--- src/rtl/raster_pattern_gen.sv ---
// Raster colour test-pattern generator with valid/ready output; eight patterns, auto or manual select.
// Optional feature: define PATGEN_BORDER_EN to draw a one-pixel frame border over every pattern.
module raster_pattern_gen #(
  parameter int XW    = 8,
  parameter int YW    = 8,
  parameter int CW    = 3,
  parameter int DWELL = 16
) (
  input  logic          CLK,
  input  logic          NRST,
  input  logic          EN,
  input  logic          AUTO,
  input  logic [2:0]    PAT_SEL,
  input  logic          READY,
  output logic          VALID,
  output logic [XW-1:0] X,
  output logic [YW-1:0] Y,
  output logic [CW-1:0] R,
  output logic [CW-1:0] G,
  output logic [CW-1:0] B,
  output logic          SOF,
  output logic          EOL,
  output logic          EOF,
  output logic [2:0]    PAT
);

  localparam logic [0:0] S_IDLE = 1'b0;
  localparam logic [0:0] S_RUN  = 1'b1;
  localparam int FW = $clog2(DWELL + 1);

  logic [0:0]    state;
  logic [XW-1:0] xq;
  logic [YW-1:0] yq;
  logic [2:0]    pat;
  logic [FW-1:0] fcnt;
  logic          auto_q;   // AUTO as sampled at the previous frame boundary

  logic x_end, y_end;
  assign x_end = &xq;
  assign y_end = &yq;

  always_ff @(posedge CLK) begin
    if (!NRST) begin
      state  <= S_IDLE;
      xq     <= '0;
      yq     <= '0;
      pat    <= '0;
      fcnt   <= '0;
      auto_q <= 1'b0;
    end else begin
      case (state)
        S_IDLE: begin
          if (EN) begin
            state  <= S_RUN;
            xq     <= '0;
            yq     <= '0;
            auto_q <= AUTO;
            if (!AUTO || !auto_q) fcnt <= '0;
            if (!AUTO) pat <= PAT_SEL;
          end
        end
        default: begin
          if (READY) begin
            xq <= xq + XW'(1);
            if (x_end) yq <= yq + YW'(1);
            if (x_end && y_end) begin
              auto_q <= AUTO;
              // a 0->1 AUTO switch restarts the dwell count without advancing
              if (AUTO && auto_q) begin
                if (fcnt == FW'(DWELL - 1)) begin
                  fcnt <= '0;
                  pat  <= pat + 3'd1;
                end else begin
                  fcnt <= fcnt + FW'(1);
                end
              end else begin
                fcnt <= '0;
                if (!AUTO && EN) pat <= PAT_SEL;
              end
              if (!EN) state <= S_IDLE;
            end
          end
        end
      endcase
    end
  end

  // colour derives from the same registers presented on X/Y/PAT
  logic [CW-1:0] xm, ym, r, g, b;
  assign xm = xq[XW-1 -: CW];
  assign ym = yq[YW-1 -: CW];

  always_comb begin
    r = '0;
    g = '0;
    b = '0;
    case (pat)
      3'd0: begin r = '1; g = '1; b = '1; end
      3'd1: begin g = '1; b = '1; end
      3'd2: r = '1;
      3'd3: begin r = '1; b = '1; end
      3'd4: g = '1;
      3'd5: begin r = '1; g = '1; end
      3'd6: begin g = ym; b = xm; end
      default: begin r = xm; g = ym; end
    endcase
`ifdef PATGEN_BORDER_EN
    if (xq == '0 || x_end || yq == '0 || y_end) begin
      r = (pat == 3'd0) ? '0 : '1;
      g = r;
      b = r;
    end
`endif
  end

  assign VALID = (state == S_RUN);
  assign X     = xq;
  assign Y     = yq;
  assign PAT   = pat;
  assign R     = VALID ? r : '0;
  assign G     = VALID ? g : '0;
  assign B     = VALID ? b : '0;
  assign SOF   = VALID && (xq == '0) && (yq == '0);
  assign EOL   = VALID && x_end;
  assign EOF   = VALID && x_end && y_end;

endmodule

--- config.mk ---
export PLATFORM = sky130hd
export DESIGN_NAME = raster_pattern_gen
export DESIGN_NICKNAME = d
export VERILOG_FILES = /design/src/rtl/raster_pattern_gen.sv
export SDC_FILE = /design/constraint.sdc
export NUM_CORES = 1
export LEC_CHECK = 0
export CORE_MARGIN = 1.5
export CORE_UTILIZATION = 45
export CTS_BUF_LIST = sky130_fd_sc_hd__clkbuf_8
export DETAILED_ROUTE_END_ITERATION = 7
export GPL_TIMING_DRIVEN = 0
export PLACE_DENSITY = 0.78
export SYNTH_ARGS = -nofsm -noshare
export SYNTH_HDL_FRONTEND = slang
export SYNTH_SLANG_ARGS = --single-unit
--- constraint.sdc ---
create_clock -name CLK -period 1.8 [get_ports CLK]
set_input_delay 0.27 -clock CLK [delete_from_list [all_inputs] [get_ports CLK]]
set_output_delay 0.27 -clock CLK [all_outputs]
set_load 0.02 [all_outputs]
## After elaboration in Yosys (flattened, before gate mapping)

Index checks and enable logic that the tools add are counted.

- Mux-type cells: 35
- Reduce and logical (&&, ||, !) cells: 27
- Equality and inequality tests: 13
- Add/sub/neg operators: 4

Operator list:

| operator | count |
|---|---|
| two-way mux 8 bit | 6 |
| two-way mux 5 bit | 7 |
| two-way mux 3 bit | 11 |
| one-hot mux 3 bit (2 select lines) | 3 |
| adder 8 x 1 -> 8 bit, second input constant | 2 |
| logical NOT 8 bit | 2 |
| AND reduction 8 bit | 2 |
| equality test 3 bit, second input constant | 3 |
| two-way mux 1 bit | 8 |
| OR reduction 4 bit | 2 |
| logical AND 1 bit | 7 |
| equality test 3 x 2 -> 1 bit, second input constant | 2 |
| inequality test 2 x 1 -> 1 bit, second input constant | 3 |
| AND reduction 3 bit | 2 |
| AND reduction 6 bit | 1 |
| OR reduction 3 bit | 2 |
| adder 5 x 1 -> 5 bit, second input constant | 1 |
| equality test 5 x 4 -> 1 bit, second input constant | 1 |
| AND reduction 4 bit | 1 |
| nonzero test 2 bit | 2 |
| adder 3 x 1 -> 3 bit, second input constant | 1 |
| equality test 3 x 1 -> 1 bit, second input constant | 1 |
| logical NOT 3 bit | 1 |
| inequality test 3 x 1 -> 1 bit, second input constant | 1 |
| other kinds (6) | 7 |

- Input bits: 8
- Flip-flop bits (word level): 26
- Output and inout bits: 32

## Longest topological paths before layout

Gate-level depths: netlist of run 1.

- Depth after elaboration: 7
- Depth in mapped cells: 6
- Depth with buffers taken out: 6

## Worst setup path after synthesis of run 1

No wires, ideal clock.

- Path type: register to output
- From: register state, in the netlist VALID
- To: output port EOF
- Slack: -0.367 ns
- Data arrival time: 1.897 ns
- Path buffers: 2
- Cell stages (with the launch flop): 6
- Cell sequence: dfxtp_1 > buf_6 > buf_6 > clkinv_1 > nor3_1 > and2_1

- Cells in the longest elaborated chain, start to end: 2

Ends and longest elaborated chain:

| element | line | RTL |
|---|---|---|
| start: declaration | 31 | `logic [0:0] state;` |
| start signal: assignment | 44 | `state <= S_IDLE;` |
| start signal: assignment | 54 | `state <= S_RUN;` |
| start signal: assignment | 80 | `if (!EN) state <= S_IDLE;` |
| logical AND 1 bit | -- |  |
| via EOL | 22 | `output logic EOL,` |
| logical AND 1 bit | 125 | `assign EOF = VALID && x_end && y_end;` |
| end: declaration | 23 | `output logic EOF,` |

The timed path passes the listed nets, and every way through them passes these cells.

## Worst setup path in the final report of run 1

- From: register pat[1], in the netlist PAT[1]
- To: output port R[2]

- Cells in the longest elaborated chain, start to end: 4
- Elaborated cells between the ends (all ways): 11

Ends and longest elaborated chain:

| element | line | RTL |
|---|---|---|
| start: declaration | 34 | `logic [2:0] pat;` |
| start signal: assignment | 72 | `pat <= pat + 3'd1;` |
| equality test 3 x 2 -> 1 bit, or another cell as far along | 97 | `case (pat)` |
| OR reduction 4 bit (no line) / OR reduction 3 bit (equally long branches) | -- |  |
| one-hot mux 3 bit (2 select lines) * | 97 |  |
| two-way mux 3 bit * | 120 | `assign R = VALID ? r : '0;` |
| end: declaration | 18 | `output logic [CW-1:0] R,` |

Mark *: on every way between the ends. The rest lies on a longest branch, timed or not.

==> impl_metrics.tcl, run 1 <==
set metrics [dict create \
    grt.met1_usage_pct 32.8 \
    synth-edff-count 0 \
    grt-busiest-layer "met2" \
    cts_sinks 26 \
    vdd_drop_max_mv 0.470 \
    routed_wl_mm 5.93 \
    layout_min_cycle_time_ns 2.06 \
    drc 0 \
    setup_viol 8 \
    areaGrowthSynthToFinish_pct 59.7 \
    violations "negative setup slack" \
    layout_common_cells "buf_4 (27), clkdlybuf4s50_1 (26), a21oi_1 (22)" \
    cp.arrival_ns 1.79 \
    drive_above_1_share_pct 38.6 \
    cp.required_ns 1.53 \
    grt_start_max_net_pins 16 \
    relSlewSlack_pct 68.7 \
    place_ws_ns -0.598 \
    postSynthCellCount 217 \
    antenna_left 0 \
    vias 2051 \
    netlist_area_um2 1760 \
    routedWlPerCell_um 17.8 \
    rows 22 \
    p_leak_nw 1.06 \
    cp-start-kind "register" \
    slew_viol_final 0 \
    port_buffers 39 \
    grt_first_pass_wirelength_mm 8.44 \
    fin_crit_sh_pct 114 \
    power_density_nw_per_um2 531 \
    die_w_um 65.5 \
    io_pins 40 \
    syn_nets 237 \
    nets 306 \
    synth-seq-area-share_pct 29.7 \
    crit_type "reg2out" \
    drv_cap 0 \
    htree_levels 1 \
    fin_ws_ns -0.259 \
    start_util_pct 47.2 \
    clkLatencyLatePin_ns 0.28 \
    skew_ns 0.00307 \
    grt_antenna_before_repair 0 \
    grt_pass1_vias 1801 \
    grt.total_usage_pct 24.6 \
    cts_buffers 3 \
    synth-seq-cells 26 \
    hold_violations 0 \
    status "finished, violations left" \
    n_antenna_cell 0 \
    clk_pin_slew_worst_paths_ns 0.09 \
    yosys.cell_types.count 44 \
    drtPass1Iterations 5 \
    final_common_cell "buf_4" \
    async_reset_ff_share_pct 0 \
    hold_path_class "reg2reg" \
    cp_max_fo 4 \
    synth_ff_type "dfxtp_1" \
    fmax_mhz 486 \
    worst_slew_pin_slew_ns 0.469 \
    rsz0062_at_grt "yes" \
    drtIter0Drc 167 \
    use_met3_pct 4.79 \
    root_buffer "clkbuf_8" \
    core_area_um2 3720 \
    r2r_slack_ns -0.01 \
    die_h_um 65.5 \
    place_congestion 0.865 \
    overflow 0 \
    vias_per_cell 6.16 \
    dieArea_um2 4280 \
    p_total_mw 1.49 \
    yosys_warnings 0 \
    cts_buffer_depth 2 \
    syn_avg_cell_area_um2 8.09 \
    place.detailed.hpwl_mm 3.34 \
    end_kind "output pin" \
    cts_tree "yes" \
    met2_usage_pct 40.9 \
]
==> worst paths after layout <==
check                                     startpoint                    to  cells past startpoint
worst max-delay path             PAT[1]$_SDFFE_PN0P_                  R[2]                      7
worst max register to register     Y[2]$_SDFFE_PN0P_   PAT[1]$_SDFFE_PN0P_                      6
worst min-delay path            fcnt[4]$_SDFFE_PN0P_  fcnt[4]$_SDFFE_PN0P_                      2
worst min register to register  fcnt[4]$_SDFFE_PN0P_  fcnt[4]$_SDFFE_PN0P_                      2
==> final cells by class <==
type / instances / area (µm²)
clock buffer: 3 / 41.3
multi-input combinational: 171 / 1380
fill: 252 / 913
buffer: 8 / 96.3
tap: 48 / 60.1
inverter: 12 / 66.3
sequential: 26 / 567
clock inverter: 1 / 30.0
timing repair buffer: 64 / 566
==> routing by layer <==
layer  share of wire, %  up-vias
li1                   -      940
met4                2.4        0
met2                 49       99
met1                 43      991
met3                6.4       21
met5                  0        -
==> where the power goes <==
group          switching (mW)  internal (mW)
clock                   0.195          0.298
sequential             0.0140          0.573
combinational           0.229          0.180
==> metrics by stage <==
stage / util, % / area (µm²) / hold slack, ns / setup TNS [ns] / std cells
floorplan: - / 1800 / 0.394 / -0.0760 / 217
global placement: 60.5 / 2250 / 0.441 / -7.24 / 304
detailed placement: 60.5 / 2250 / 0.445 / -7.33 / 304
CTS: 69.8 / 2590 / 0.459 / -0.789 / 321
global route: 75.4 / 2800 / 0.504 / -2.43 / 333
finish: 75.4 / 2800 / 0.467 / -1.34 / 333
==> cell families after synthesis <==
logic type	Yosys count	share of synthesized area, %
fa+ha+maj	12	8.55
xor+xnor	5	2.49
simple gates	89	26.9
mux	4	2.42
buf+inv	20	6.56
flops	26	29.7
compound gates	61	23.4
==> Yosys cell counts, types with 3 or more instances <==
library cell  count  share of area (%)
buf_6             4                2.6
ha_1             12                8.6
or4_1             5                2.1
nand3_1          14                4.0
o31ai_1           5                2.1
a21oi_1          27                7.7
a31oi_1           3                1.1
nand2_1          22                4.7
xor2_1            4                2.0
inv_1            10                2.1
clkbuf_1          3               0.64
nor2_1           17                3.6
nor4_1            3                1.1
o21a_1            7                3.0
and3_1            3                1.1
nand4_1           5                1.8
o21ai_0           8                2.3
dfxtp_1          26                 30
nor3_1            6                1.7
==> worst max-delay path, stage by stage, from the launching register on <==
cell       delay (ns)
dfxtp_4          0.38
inv_4            0.08
ha_4             0.13
inv_1            0.11
a2111oi_2        0.36
a21oi_1          0.10
o21a_1           0.19
buf_2            0.16
==> what timing repair did <==
item	CTS	global route
setup endpoints to repair	26	31
hold buffers	0	0
buffers inserted	13	12
resized for setup	106	37
pin swaps	12	19
==> flip-flops by register name, indices dropped and copies added (netlist names) <==
signal  cells
auto_q      1
VALID       1
Y           8
fcnt        5
X           8
PAT         3
(Power assumes the default switching activity.)
==> inputs of run 2 (changes only) <==
--- a/config.mk
+++ b/config.mk
@@ -15,2 +15,3 @@
 export SYNTH_HDL_FRONTEND = slang
 export SYNTH_SLANG_ARGS = --single-unit
+export TNS_END_PERCENT = 30
==> constraint.sdc (replaced) <==
create_clock -name CLK -period 1.8 [get_ports CLK]
set_input_delay 0.36 -clock CLK [delete_from_list [all_inputs] [get_ports CLK]]
set_output_delay 0.36 -clock CLK [all_outputs]
set_load 0.02 [all_outputs]
==> impl_metrics.tcl, run 2 (synthesis gave the netlist of run 1 again) <==
set metrics [dict create \
    p_leak_nw 1.07 \
    skew_ns 0.00264 \
    hold_violations 0 \
    routed_wl_mm 5.17 \
    end_kind "output pin" \
    worst_slew_pin_slew_ns 0.493 \
    antenna_left 0 \
    port_buffers 39 \
    root_buffer "clkbuf_8" \
    hold_path_class "reg2reg" \
    fin_util_pct 73.5 \
    cts_hold_buffers 0 \
    clk_pin_slew_worst_paths_ns 0.09 \
    grt_first_pass_wirelength_mm 8.23 \
    drc 0 \
    fin_tns_setup_ns -2.81 \
    die_w_um 65.5 \
    fin_ws_ns -0.258 \
    cp_max_fo 4 \
    placed_cells 304 \
    io_pins 40 \
    relSlewSlack_pct 66.8 \
    drtIter0Drc 128 \
    power_density_nw_per_um2 482 \
    grt_antenna_before_repair 0 \
    layout_common_cells "clkdlybuf4s50_1 (24), a21oi_1 (23), nand2_1 (22), buf_4 (22), nor2_1 (16)" \
    setup_viol 22 \
    violations "negative setup slack" \
    r2r_slack_ns -0.15 \
    status "finished, violations left" \
    n_antenna_cell 0 \
    fin_crit_sh_pct 114 \
    cp.required_ns 1.44 \
    cp-start-kind "register" \
    hold_path_startpoint "fcnt[4]$_SDFFE_PN0P_" \
    cts_sinks 26 \
    final_common_cell "clkdlybuf4s50_1" \
    cts_buffer_depth 2 \
    grt_start_max_net_pins 15 \
    fmax_mhz 486 \
    rr_worst_depth 7 \
    overflow 0 \
    grt_pass1_vias 1787 \
    reg2reg_from "Y[0]$_SDFFE_PN0P_" \
    place_congestion 0.918 \
    cts_tree "yes" \
    drtPass1Iterations 5 \
    vdd_drop_max_mv 0.459 \
    layout_min_cycle_time_ns 2.06 \
    routedWlPerCell_um 15.7 \
    slew_viol_final 0 \
    holdPathEnd "fcnt[4]$_SDFFE_PN0P_" \
    clkLatencyLatePin_ns 0.27 \
    die_h_um 65.5 \
    dieArea_um2 4280 \
    place.detailed.hpwl_mm 3.38 \
    areaGrowthSynthToFinish_pct 55.7 \
    vias_per_cell 5.71 \
    core_area_um2 3720 \
    hold_depth 2 \
    nets 302 \
    htree_levels 1 \
    vias 1880 \
    rows 22 \
    rsz0062_at_grt "yes" \
    cp.arrival_ns 1.70 \
    crit_type "reg2out" \
    start_util_pct 47.2 \
    r2r-end "fcnt[1]$_SDFFE_PN0P_" \
    instances_no_fill 329 \
    cts_buffers 3 \
    grt.total_usage_pct 24.5 \
    drive_above_1_share_pct 33.5 \
    drv_cap 0 \
]
==> run 2: worst max path at each step <==
stage / start / to / slack, ns / cells after the start
5_1_grt: PAT[0]$_SDFFE_PN0P_ / R[0] / -0.33 / 7
2_1_floorplan: VALID$_SDFF_PN0_ / EOF / -0.12 / 5
4_1_cts: PAT[0]$_SDFFE_PN0P_ / R[0] / -0.21 / 7
3_5_place_dp: PAT[2]$_SDFFE_PN0P_ / G[1] / -0.60 / 7
3_3_place_gp: PAT[2]$_SDFFE_PN0P_ / G[2] / -0.58 / 7
6_report: PAT[1]$_SDFFE_PN0P_ / R[1] / -0.26 / 6
==> run 2: what timing repair did <==
| item | CTS | global route |
|---|---|---|
| pin swaps | 17 | 7 |
| endpoints found under the setup margin | 35 | 25 |
| gates resized for setup | 128 | 7 |
| setup buffers | 15 | 6 |
==> run 2: power by group <==
part / leakage, nW / internal, mW / total, mW / switching, mW
clock network: 0.0269 / 0.153 / 0.336 / 0.183
logic: 0.824 / 0.185 / 0.393 / 0.208
registers: 0.219 / 0.575 / 0.588 / 0.0127
total: 1.07 / 0.913 / 1.32 / 0.404
==> run 2: cell type report <==
class | instances | area (µm²)
Multi-Input combinational cell | 171 | 1350
Fill cell | 277 | 983
Timing Repair Buffer | 60 | 581
Sequential cell | 26 | 559
Buffer | 8 | 85.1
Tap cell | 48 | 60.1
Inverter | 12 | 55.1
Clock buffer | 3 | 41.3
Clock inverter | 1 | 3.75
==> run 2: critical path: stages, from the launching register on <==
cell and delay (ns):
dfxtp_4 0.38, buf_6 0.13, ha_4 0.18, a2111oi_4 0.31, a21oi_1 0.09, o21a_1 0.22
buf_6 0.13
==> run 2: per-layer routing <==
metal  part of all wire [%]  track usage [%]  routed length (µm)
met3                    5.7             4.45                 295
met2                     49             41.7                2540
met1                     43             30.6                2230
met5                      0                0                   0
met4                    2.0             9.64                 104
==> run 2: stage by stage <==
stage               instance area (µm²)  total power [mW]  setup slack [ns]  hold WS (ns)
global route                       2730              1.38            -0.326         0.470
finish                             2730              1.32            -0.258         0.470
floorplan                          1790             0.798            -0.120         0.425
CTS                                2660              1.31            -0.210         0.463
global placement                   2240             0.909            -0.580         0.440
detailed placement                 2240             0.913            -0.598         0.448
